**src/rtl/baccarat_pkg.sv**
```systemverilog
// rtl/baccarat_pkg.sv - shared types and constants for the Baccarat deal sequencer
//
// Contents: deal_state_t state enum, card code constants, rule thresholds,
// and card_value() which maps a card code to its Baccarat point value.
package baccarat_pkg;

    typedef enum logic [2:0] {
        S_P1,
        S_D1,
        S_P2,
        S_D2,
        S_EVAL,
        S_BEVAL,
        S_RESULT,
        S_DONE
    } deal_state_t;

    localparam logic [3:0] CARD_EMPTY = 4'd0;
    localparam logic [3:0] CARD_ACE   = 4'd1;
    localparam logic [3:0] CARD_TEN   = 4'd10;
    localparam logic [3:0] CARD_JACK  = 4'd11;
    localparam logic [3:0] CARD_QUEEN = 4'd12;
    localparam logic [3:0] CARD_KING  = 4'd13;

    localparam logic [3:0] NATURAL_MIN      = 4'd8;
    localparam logic [3:0] PLAYER_STAND_MIN = 4'd6;
    // Highest banker score at which the banker draws when the player stood.
    localparam logic [3:0] BANKER_DRAW_MAX  = 4'd5;

    // Tens and court cards count zero; every other code counts its face value.
    function automatic logic [3:0] card_value(input logic [3:0] code);
        if (code >= CARD_TEN && code <= CARD_KING) begin
            return 4'd0;
        end
        return code;
    endfunction

endpackage

```
**src/rtl/banker_draw_rule.sv**
```systemverilog
// rtl/banker_draw_rule.sv - combinational banker third-card draw decision
//
// Ports:
//   dscore  in  4 : banker (dealer) hand score
//   pcard3  in  4 : player third-card code
//   draw    out 1 : banker takes a third card
// Build option BANKER_RULE_EN: defined selects the full banker table keyed on
// the player's third card; undefined draws on dscore 0-5 only.
module banker_draw_rule
    import baccarat_pkg::*;
(
    input  logic [3:0] dscore,
    input  logic [3:0] pcard3,
    output logic       draw
);

`ifdef BANKER_RULE_EN
    logic [3:0] value;

    assign value = card_value(pcard3);

    always_comb begin
        draw = 1'b0;
        case (dscore)
            4'd0, 4'd1, 4'd2: draw = 1'b1;
            4'd3:             draw = (value != 4'd8);
            4'd4:             draw = (value >= 4'd2) && (value <= 4'd7);
            4'd5:             draw = (value >= 4'd4) && (value <= 4'd7);
            4'd6:             draw = (value >= 4'd6) && (value <= 4'd7);
            // 7 stands; out-of-range scores also stand so nothing locks up.
            default:          draw = 1'b0;
        endcase
    end
`else
    logic unused_pcard3;

    assign unused_pcard3 = ^pcard3;
    assign draw          = (dscore <= BANKER_DRAW_MAX);
`endif

endmodule

```
**src/rtl/deal_sequencer.sv**
```systemverilog
// rtl/deal_sequencer.sv - Baccarat (Punto Banco) deal and win-light controller
//
// Ports:
//   slow_clock        in  1 : system clock, rising edge
//   reset             in  1 : asynchronous active-high reset, returns to S_P1
//   step              in  1 : advance pulse from the debounced key
//   pscore, dscore    in  4 : player / dealer hand scores from the datapath
//   pcard3            in  4 : player third-card code
//   load_pcard1..3    out 1 : registered one-cycle player card load strobes
//   load_dcard1..3    out 1 : registered one-cycle dealer card load strobes
//   player_win_light  out 1 : player wins (with dealer_win_light on a tie)
//   dealer_win_light  out 1 : dealer wins
//   done              out 1 : hand complete
// Build option BANKER_RULE_EN selects the full banker table in banker_draw_rule.
module deal_sequencer
    import baccarat_pkg::*;
(
    input  logic       slow_clock,
    input  logic       reset,
    input  logic       step,
    input  logic [3:0] pscore,
    input  logic [3:0] dscore,
    input  logic [3:0] pcard3,
    output logic       load_pcard1,
    output logic       load_pcard2,
    output logic       load_pcard3,
    output logic       load_dcard1,
    output logic       load_dcard2,
    output logic       load_dcard3,
    output logic       player_win_light,
    output logic       dealer_win_light,
    output logic       done
);

    // Strobe vector order: pcard1, dcard1, pcard2, dcard2, pcard3, dcard3.
    localparam logic [5:0] LD_P1 = 6'b100000;
    localparam logic [5:0] LD_D1 = 6'b010000;
    localparam logic [5:0] LD_P2 = 6'b001000;
    localparam logic [5:0] LD_D2 = 6'b000100;
    localparam logic [5:0] LD_P3 = 6'b000010;
    localparam logic [5:0] LD_D3 = 6'b000001;

    deal_state_t state, state_next;
    logic [5:0]  strobe, strobe_next;
    logic        enter_done;
    logic        accept;
    logic        banker_draw;
    logic        natural;

    banker_draw_rule u_banker_draw_rule (
        .dscore (dscore),
        .pcard3 (pcard3),
        .draw   (banker_draw)
    );

    // A step during a strobe cycle is dropped so the datapath score reflects
    // the freshly loaded card before the next decision is taken.
    assign accept  = step && (strobe == 6'b0);
    assign natural = (pscore >= NATURAL_MIN) || (dscore >= NATURAL_MIN);

    always_comb begin
        state_next  = state;
        strobe_next = 6'b0;
        enter_done  = 1'b0;
        if (accept) begin
            case (state)
                S_P1: begin
                    strobe_next = LD_P1;
                    state_next  = S_D1;
                end
                S_D1: begin
                    strobe_next = LD_D1;
                    state_next  = S_P2;
                end
                S_P2: begin
                    strobe_next = LD_P2;
                    state_next  = S_D2;
                end
                S_D2: begin
                    strobe_next = LD_D2;
                    state_next  = S_EVAL;
                end
                S_EVAL: begin
                    if (natural) begin
                        state_next = S_DONE;
                        enter_done = 1'b1;
                    end else if (pscore < PLAYER_STAND_MIN) begin
                        strobe_next = LD_P3;
                        state_next  = S_BEVAL;
                    end else if (dscore <= BANKER_DRAW_MAX) begin
                        strobe_next = LD_D3;
                        state_next  = S_RESULT;
                    end else begin
                        state_next = S_DONE;
                        enter_done = 1'b1;
                    end
                end
                S_BEVAL: begin
                    if (banker_draw) begin
                        strobe_next = LD_D3;
                        state_next  = S_RESULT;
                    end else begin
                        state_next = S_DONE;
                        enter_done = 1'b1;
                    end
                end
                S_RESULT: begin
                    state_next = S_DONE;
                    enter_done = 1'b1;
                end
                default: begin
                    state_next = S_DONE;
                end
            endcase
        end
    end

    always_ff @(posedge slow_clock or posedge reset) begin
        if (reset) begin
            state            <= S_P1;
            strobe           <= 6'b0;
            player_win_light <= 1'b0;
            dealer_win_light <= 1'b0;
            done             <= 1'b0;
        end else begin
            state  <= state_next;
            strobe <= strobe_next;
            if (enter_done) begin
                player_win_light <= (pscore >= dscore);
                dealer_win_light <= (dscore >= pscore);
                done             <= 1'b1;
            end
        end
    end

    assign {load_pcard1, load_dcard1, load_pcard2,
            load_dcard2, load_pcard3, load_dcard3} = strobe;

endmodule

```
**config.mk**
```make
export PLATFORM = sky130hd
export DESIGN_NAME = deal_sequencer
export DESIGN_NICKNAME = d
export VERILOG_FILES = /design/src/rtl/baccarat_pkg.sv /design/src/rtl/banker_draw_rule.sv /design/src/rtl/deal_sequencer.sv
export SDC_FILE = /design/constraint.sdc
export NUM_CORES = 1
export LEC_CHECK = 0
export CORE_MARGIN = 2
export CORE_UTILIZATION = 38
export DETAILED_ROUTE_END_ITERATION = 10
export GPL_TIMING_DRIVEN = 0
export PLACE_DENSITY = 0.73
export SYNTH_ARGS = -nofsm -noshare
export SYNTH_HDL_FRONTEND = slang
export SYNTH_SLANG_ARGS = --single-unit
```
**constraint.sdc**
```tcl
create_clock -name slow_clock -period 1.82 [get_ports slow_clock]
set_input_delay 0.273 -clock slow_clock [delete_from_list [all_inputs] [get_ports slow_clock]]
set_output_delay 0.273 -clock slow_clock [all_outputs]
set_load 0.05 [all_outputs]
```
# After elaboration in Yosys (flattened, before gate mapping)
# Index checks and enable logic that the tools add are counted.
[classes]
n_mux = 14
n_eq_ne = 6
n_lt_le_gt_ge = 6
n_reduce_logical = 4
[ops]
columns = ["cell", "count"]
rows = [
  ["6-bit one-hot mux with 6 select lines", 1],
  ["3-bit one-hot mux with 6 select lines", 1],
  ["3-bit == test, second input constant", 3],
  ["4-bit >= comparator", 2],
  ["4-bit >= comparator, second input constant", 2],
  ["2-bit 2-to-1 mux", 4],
  ["3-bit by 2-bit == test with 1-bit output, second input constant", 2],
  ["6-bit zero test", 1],
  ["1-bit 2-to-1 mux", 6],
  ["6-bit 2-to-1 mux", 1],
  ["4-bit by 3-bit less-or-equal comparator with 1-bit output, second input constant", 1],
  ["4-bit by 3-bit less-than comparator with 1-bit output, second input constant", 1],
  ["3-bit by 1-bit == test with 1-bit output, second input constant", 1],
  ["3-bit zero test", 1],
  ["1-bit one-hot mux with 3 select lines", 1],
  ["1-bit logical AND", 1],
  ["1-bit logical OR", 1],
]
[totals]
output_inout_bits = 9
reg_bits = 12

# Logic depth before layout (Yosys ltp)
# Gate-level depths: netlist of run 1.
[depth]
word_depth = 6
depth_mapped = 6
depth_no_buf = 6

# Cells and area by module
# Synthesis of run 1 repeated with hierarchy kept, for this count alone.
[hier_totals]
cells_unflattened = 75
hier_area_um2 = 705.7
[by_module_without_submodules]
columns = ["module", "n_inst", "area_per_inst_um2", "seq_area_each_um2", "cells_each"]
rows = [
  ["deal_sequencer", 1, 696.9, 300.3, 74],
  ["banker_draw_rule", 1, 8.8, 0.0, 1],
]

# Worst setup path after synthesis of run 1
# Ideal clock, no wire load.
[synth_path]
path_type = "reg2reg"
from = "reg strobe[2]"
to = "reg dealer_win_light"
required_ps = 1695
path_buffers = 0
period_less_slack_ps = 2109
path_stages_with_launch = 5
setup_slack_ps = -289
t_arrival_ps = 1984
cell_sequence = "dfrtp_1 -> or4b_4 -> nor4_4 -> nand4_2 -> mux2_4"
[synth_between]
elab_chain_len = 3
[synth_rtl]
columns = ["item", "line_no", "rtl"]
rows = [
  ["start: declaration", "deal_sequencer.sv:44", "logic [5:0] strobe, strobe_next;"],
  ["start signal: assignment", "deal_sequencer.sv:127", "strobe <= strobe_next;"],
  ["6-bit zero test", "deal_sequencer.sv:58", "assign accept = step && (strobe == 6'b0);"],
  ["1-bit logical AND", "deal_sequencer.sv:58", ""],
  ["1-bit 2-to-1 mux", "deal_sequencer.sv:65", "if (accept) begin"],
  ["end signal: assignment", "deal_sequencer.sv:130", "dealer_win_light <= (dscore >= pscore);"],
  ["end: declaration", "deal_sequencer.sv:31", "output logic dealer_win_light,"],
]
# Every way passes these cells.
# A chain may end at the register's enable or synchronous reset.

# Final worst setup path of run 1
# Ends and elaborated chain as after synthesis.

==> summary.md, run 1 <==
| Metric | Value |
|---|---|
| Drt wl/cell | `11.4 um` |
| Top delay family on crit path | `simple AND/OR/NAND/NOR gates` |
| Final setup violating endpoints | `0` |
| Max Used Layer | `met4` |
| Rel. slew slack | `66.9%` |
| First-pass GRT wire length | `2060 um` |
| Avg Vias per Cell | `5.53` |
| HP Class | `input pin to asynchronous set/reset pin` |
| Design Power | `798 uW` |
| Routed wl met3 | `62 um` |
| CTS Root Cell | `clkbuf_4` |
| Final wirelength | `1260 um` |
| Largest net degree at the start of global routing | `13` |
| Synth unique cells | `28` |
| Ratio of cells with drive above 1 in the final layout | `18.3%` |
| CTS max path bufs | `2` |
| Syn_nets | `86` |
| Top_reg_cell synth | `dfrtp_1` |
| Vias in the first global route | `551` |
| Final instance area | `941 um2` |
| # diodes | `0` |
| Fin cells | `110` |
| Cell taking the most area after synthesis | `dfrtp_1` |
| Placed cell count | `103` |
| Htree depth | `1` |
| Buf+Inv Stages, Crit Path | `0` |
| Final Hold Violating Endpoints | `0` |
| Grt ovf | `0` |
| Worst reg2reg setup slack | `0.04 ns` |
| Max incr delay on CP | `0.55 ns` |
| LEAKAGE | `0.428 nW` |
| Met2 wire length | `618 um` |
| Yosys reg bits | `12` |
| Die X-Extent | `45.9 um` |
| Seq/Total Area, Yosys | `45.0%` |
| Worst Tran Pin Value | `0.495 ns` |
| # rows | `15` |
| Clock sink total | `12` |
| Clk_lat worst skew | `0.28 ns` |
| Fmax | `560 MHz` |
| Area delta synth->final | `41.1%` |
| Power Density | `848 nW/um2` |
| Maximum VDD drop | `0.499 mV` |
| Critical path data required time | `1.99 ns` |
| Crit path time final | `1.78 ns` |
| Period utilisation layout | `98.1%` |
| PortBufs | `19` |
| Max_cap viols | `0` |
| Number of flops mapped to enable cells by yosys | `0` |
| Clk slew on worst S/H paths | `0.08 ns` |
| I/O pin count | `24` |
| Final GP Congestion | `0.770` |
| Post-DRT Antenna Nets | `0` |
| Area contributors post-synth | `dfrtp_1 (45%), ha_1 (7.5%), a21oi_1 (5.3%)` |
| Crit Path Category | `register to register` |
| Crit-path cells | `or4b_4, nor4_4, nand4_2, mux2_4` |
| Synth warn | `0` |
| Layout Skew | `0.00316 ns` |
| Crit. End Element | `register` |
| Critical Path Fanout Max | `3` |
| Die height | `45.9 um` |
| Startpoint Class | `register` |
| Most common cell after layout, fill and taps aside | `clkdlybuf4s50_1` |
| Max-slew violations | `0` |
| Total track usage | `13.8%` |
| Ys async rst share | `100%` |
| Post-Synthesis Cells | `67` |
| Initial Util | `39.5%` |
| Number of antenna violations at the first check in global routing | `0` |
| RSZ-0062 raised after global routing | `true` |
| CTS tree | `yes` |
| Die footprint | `2110 um2` |
| CP arrival | `1.95 ns` |
| Reg2reg end | `dealer_win_light` |
| CTS Buf Count | `3` |
| Core box area | `1690 um2` |
| Syn avg cell area | `9.95 um2` |
| Via count | `608` |
| Drt drc | `0` |
| Mapped Area | `667 um2` |
| R2R cell count | `4` |
| Met1 Routed Length | `523 um` |
| DP Area | `882 um2` |
| CTS-repair resized insts | `0` |
| DR iter-0 viols | `11` |
| Worst hold slack | `0.283 ns` |
| Commonest cells after routing, fill and taps aside | `clkdlybuf4s50_1 (19), dfrtp_1 (9), a21oi_1 (7), inv_1 (7)` |
| Setup TNS | `0 ns` |
| Synth top area share | `45.0%` |
| Outcome | `finished clean` |
| Drt first pass iters | `4` |
| Reg-to-Reg Start | `strobe[2]` |
| HPWL after detailed placement | `991 um` |
| Slowest-stage cell, CP | `or4b_4` |
| Nets | `113` |
==> layer usage <==
metal	GRT usage [%]	vias up
met1	13.1	279
met4	10.3	0
li1	-	289
met3	2.38	10
met5	0	-
met2	25.8	30
==> Yosys cell counts (2+ instances only) <==
cell / n
dfrtp_1: 12
a21o_2: 2
nand2_1: 5
clkbuf_1: 2
ha_1: 4
nor3b_1: 2
inv_1: 7
nor2_1: 5
a21oi_1: 7
nand2b_1: 2
nor3_1: 2
==> kinds of logic after synthesis <==
group | share of synthesized area (%)
and+or+nand+nor | 24.4
AOI/OAI and AO/OA | 14.3
DFF | 45.0
buffers and inverters | 5.07
adders and majority gates | 7.50
muxes | 3.75
==> report_power, final <==
part           internal [mW]  switching (mW)  total (mW)  leakage [nW]
Combinational          0.113           0.161       0.274         0.269
Clock                  0.122          0.0923       0.214        0.0210
Sequential             0.296          0.0143       0.310         0.138
Total                  0.531           0.268       0.798         0.428
==> metrics by stage <==
step,utilization (%),setup slack (ns)
after floorplan,-,-0.268
after global placement,52.2,-0.517
after detailed placement,52.2,-0.559
after CTS,54.8,0.0151
after global routing,55.7,-0.0354
final,55.7,0.0354
==> worst max path at each step <==
stage,startpoint,endpoint,cells past startpoint
final,strobe[2],dealer_win_light,4
after global routing,strobe[2],dealer_win_light,4
after floorplan,strobe[2],dealer_win_light,4
after CTS,strobe[2],dealer_win_light,4
after global placement,step,dealer_win_light,5
after detailed placement,step,dealer_win_light,5
==> flip-flops by register name, indices dropped and copies added (netlist names) <==
signal            flops
strobe                6
player_win_light      1
state                 3
dealer_win_light      1
done                  1
==> area by class of cell <==
| type | instances | area [um2] |
|---|---|---|
| fill | 142 | 748 |
| multi-input combinational | 46 | 333 |
| sequential | 12 | 304 |
| timing repair buffer | 22 | 213 |
| clock buffer | 4 | 36.3 |
| inverter | 7 | 26.3 |
| tap | 17 | 21.3 |
| buffer | 2 | 7.51 |
==> what timing repair did <==
| item | in CTS | in global routing |
|---|---|---|
| setup endpoints to repair | 7 | 3 |
| hold endpoints to repair | 0 | 0 |
| buffers inserted | 1 | 2 |
| pin swaps | 1 | 0 |
| hold buffers | 0 | 0 |
Note: power is estimated with default switching activity, not from simulation.
==> run 2: changes to the inputs <==
--- a/config.mk
+++ b/config.mk
@@ -6,10 +6,13 @@
 export NUM_CORES = 1
 export LEC_CHECK = 0
 export CORE_MARGIN = 2
-export CORE_UTILIZATION = 38
+export CORE_UTILIZATION = 39
 export DETAILED_ROUTE_END_ITERATION = 10
 export GPL_TIMING_DRIVEN = 0
-export PLACE_DENSITY = 0.73
+export HOLD_SLACK_MARGIN = 0.08
+export PLACE_DENSITY = 0.74
+export REMOVE_ABC_BUFFERS = 1
 export SYNTH_ARGS = -nofsm -noshare
 export SYNTH_HDL_FRONTEND = slang
+export SYNTH_HIERARCHICAL = 1
 export SYNTH_SLANG_ARGS = --single-unit
==> run 2 against run 1 <==
The run now ends with setup timing left. Critical path type unchanged. Final cell count is 10% higher. Routed wire length grew 15%. Clock power about the same. Critical endpoint is now player_win_light. Largest power group unchanged.
==> summary.md, run 2 <==
| Metric | Value |
|---|---|
| Most common cell after layout, fill and taps aside | `clkdlybuf4s50_1` |
| Clock sink total | `12` |
| GRT met3 Usage | `3.53%` |
| Startpoint Class | `register` |
| Mapped Area | `706 um2` |
| Design Power | `809 uW` |
| Outcome | `complete, but fails checks` |
| Final GP Congestion | `0.729` |
| Met2 usage | `24.4%` |
| Period utilisation layout | `105%` |
| Final Hold Violating Endpoints | `0` |
| RSZ-0062 raised after global routing | `true` |
| CTS Root Cell | `clkbuf_4` |
| Crit. End Element | `register` |
| Busiest grt layer | `met2` |
| Die X-Extent | `46.5 um` |
| Met1 usage | `17.3%` |
| Most common cell in the synthesized netlist | `dfrtp_1` |
| Mux cell area share after synthesis | `0%` |
| Max_cap viols | `0` |
| Largest registers | `strobe: 6 flops, state: 3 flops` |
| HP Class | `input pin to asynchronous set/reset pin` |
| CTS max path bufs | `2` |
| Synth top area share | `42.6%` |
| Vias in the first global route | `538` |
| Post-Synthesis Cells | `75` |
| DP Area | `911 um2` |
| I/O pin count | `24` |
| HPWL after detailed placement | `1080 um` |
| CTS tree | `yes` |
| Via count | `654` |
| Crit Path Category | `register to register` |
| Synth warn | `6` |
| Crit path time final | `1.92 ns` |
| # diodes | `0` |
| Grt ovf | `0` |
| Commonest cells after routing, fill and taps aside | `clkdlybuf4s50_1 (18), dfrtp_1 (12), inv_1 (8)` |
| Number of antenna violations at the first check in global routing | `0` |
| Largest net degree at the start of global routing | `14` |
| Initial Util | `41.3%` |
| Htree depth | `1` |
| Max-slew violations | `0` |
| Worst Tran Pin Value | `0.496 ns` |
| PnR worst setup slack | `-0.0964 ns` |
| First-pass GRT wire length | `2210 um` |
| Post-DRT Antenna Nets | `0` |
| Avg Vias per Cell | `5.40` |
| Clk slew on worst S/H paths | `0.07 ns` |
| PortBufs | `19` |
| Synth unique cells | `31` |
| Fin cells | `121` |
| Post-Synth Adder-Cell Area | `7.09%` |
| Seq/Total Area, Yosys | `42.6%` |
| Cell taking the most area after synthesis | `dfrtp_1` |
| Power Density | `834 nW/um2` |
| Top_reg_cell synth | `dfrtp_1` |
| # rows | `15` |
| Failing checks | `setup timing` |
| Maximum VDD drop | `0.354 mV` |
| Synthesized-area fraction occupied by and/or/nand/nor cells | `23.0%` |
| Ys async rst share | `100%` |
| CP startpoint | `strobe[2]` |
| Nets | `116` |
| Final wirelength | `1450 um` |
| Yosys reg bits | `12` |
| Final setup violating endpoints | `1` |
| Number of flops mapped to enable cells by yosys | `0` |
| Rel. slew slack | `66.8%` |
| Layout Skew | `0.000587 ns` |
| Clk_lat worst skew | `0.27 ns` |
| Top cells by count, synth | `dfrtp_1 (12), inv_1 (8)` |
| Drt wl/cell | `12.0 um` |
| Max FFs per register | `6` |
| DR iter-0 viols | `17` |
| Critical Path Fanout Max | `2` |
| Total track usage | `14.8%` |
| LEAKAGE | `0.415 nW` |
| Largest family of logic cells by synthesized area | `simple AND/OR/NAND/NOR gates` |
| CTS Buf Count | `3` |
| Compound-Gate Fraction of Synth Area | `20.7%` |
| CP arrival | `2.08 ns` |
| Ratio of cells with drive above 1 in the final layout | `14.6%` |
| Core box area | `1710 um2` |
| Drt first pass iters | `4` |
| Die height | `46.5 um` |
| Area delta synth->final | `37.4%` |
| Drt drc | `0` |
| Placed cell count | `115` |
| Area contributors post-synth | `dfrtp_1 (43%), ha_1 (7.1%), inv_1 (4.3%)` |
| Syn avg cell area | `9.41 um2` |
| Place WS | `-0.573 ns` |
| Post-synthesis xor/xnor area fraction | `0%` |
| Reg-to-Reg Start | `strobe[2]` |
| Die footprint | `2170 um2` |
| Biggest register | `strobe` |
| Fmax | `522 MHz` |
| Critical path data required time | `1.98 ns` |
| Final instance area | `970 um2` |
## run 2: timing repair
action / in CTS / in global routing
setup endpoints to repair: 2 / 2
pin swaps: 3 / 1
buffers inserted: 2 / 0
hold buffers: 0 / 0
gates resized for setup: 3 / 1
hold endpoints to repair: 0 / 0
## run 2: layout make-up
| type | instances | area [um2] |
|---|---|---|
| fillers | 149 | 738 |
| multi-input cells | 51 | 368 |
| flip-flops and latches | 12 | 300 |
| repair buffers | 21 | 204 |
| clock buffers | 4 | 36.3 |
| well taps | 25 | 31.3 |
| inverters | 8 | 30.0 |
## run 2: worst paths after layout
path                                     to  slack (ns)  depth (start not counted)
max                        player_win_light        -0.1                          4
min                                    done        0.29                          2
max reg2reg                player_win_light        -0.1                          4
min reg2reg                            done        0.47                          1
max in group asynchronous          state[0]        1.23                          2
min in group slow_clock                done        0.47                          1
## run 2: critical path, cell delays in order (launching register included)
cell     delay [ns]
dfrtp_1        0.38
or4b_4         0.55
or2_4          0.25
or3b_1         0.34
o32a_1         0.28
## run 2: report_power, final
part / switching, mW / leakage, nW / internal, mW / total, mW
Sequential: 0.0342 / 0.145 / 0.294 / 0.328
Combinational: 0.155 / 0.249 / 0.114 / 0.270
Clock: 0.0889 / 0.0210 / 0.122 / 0.211
## run 2: metrics by stage
stage | hold slack, ns | utilization, % | setup TNS [ns]
floorplan | 0.138 | - | -0.456
global placement | 0.453 | 53.3 | -1.33
detailed placement | 0.459 | 53.3 | -1.43
CTS | 0.310 | 56.4 | -0.0874
global route | 0.324 | 56.8 | -0.149
finish | 0.293 | 56.8 | -0.0964
## run 2: cells by family (layout without fill, tap and decap cells)
logic type               count (synthesis)  count (layout)
flip-flops                              12              12
AND/OR/NAND/NOR                         26              26
buffers and inverters                   12              33
AO/OA/AOI/OAI                           21              21
adder cells (fa/ha/maj)                  4               4
## run 2: per-layer routing
layer	up-vias	routed length, um
met3	4	88
met2	26	657
met4	0	31
met5	-	0
li1	318	-
met1	306	673
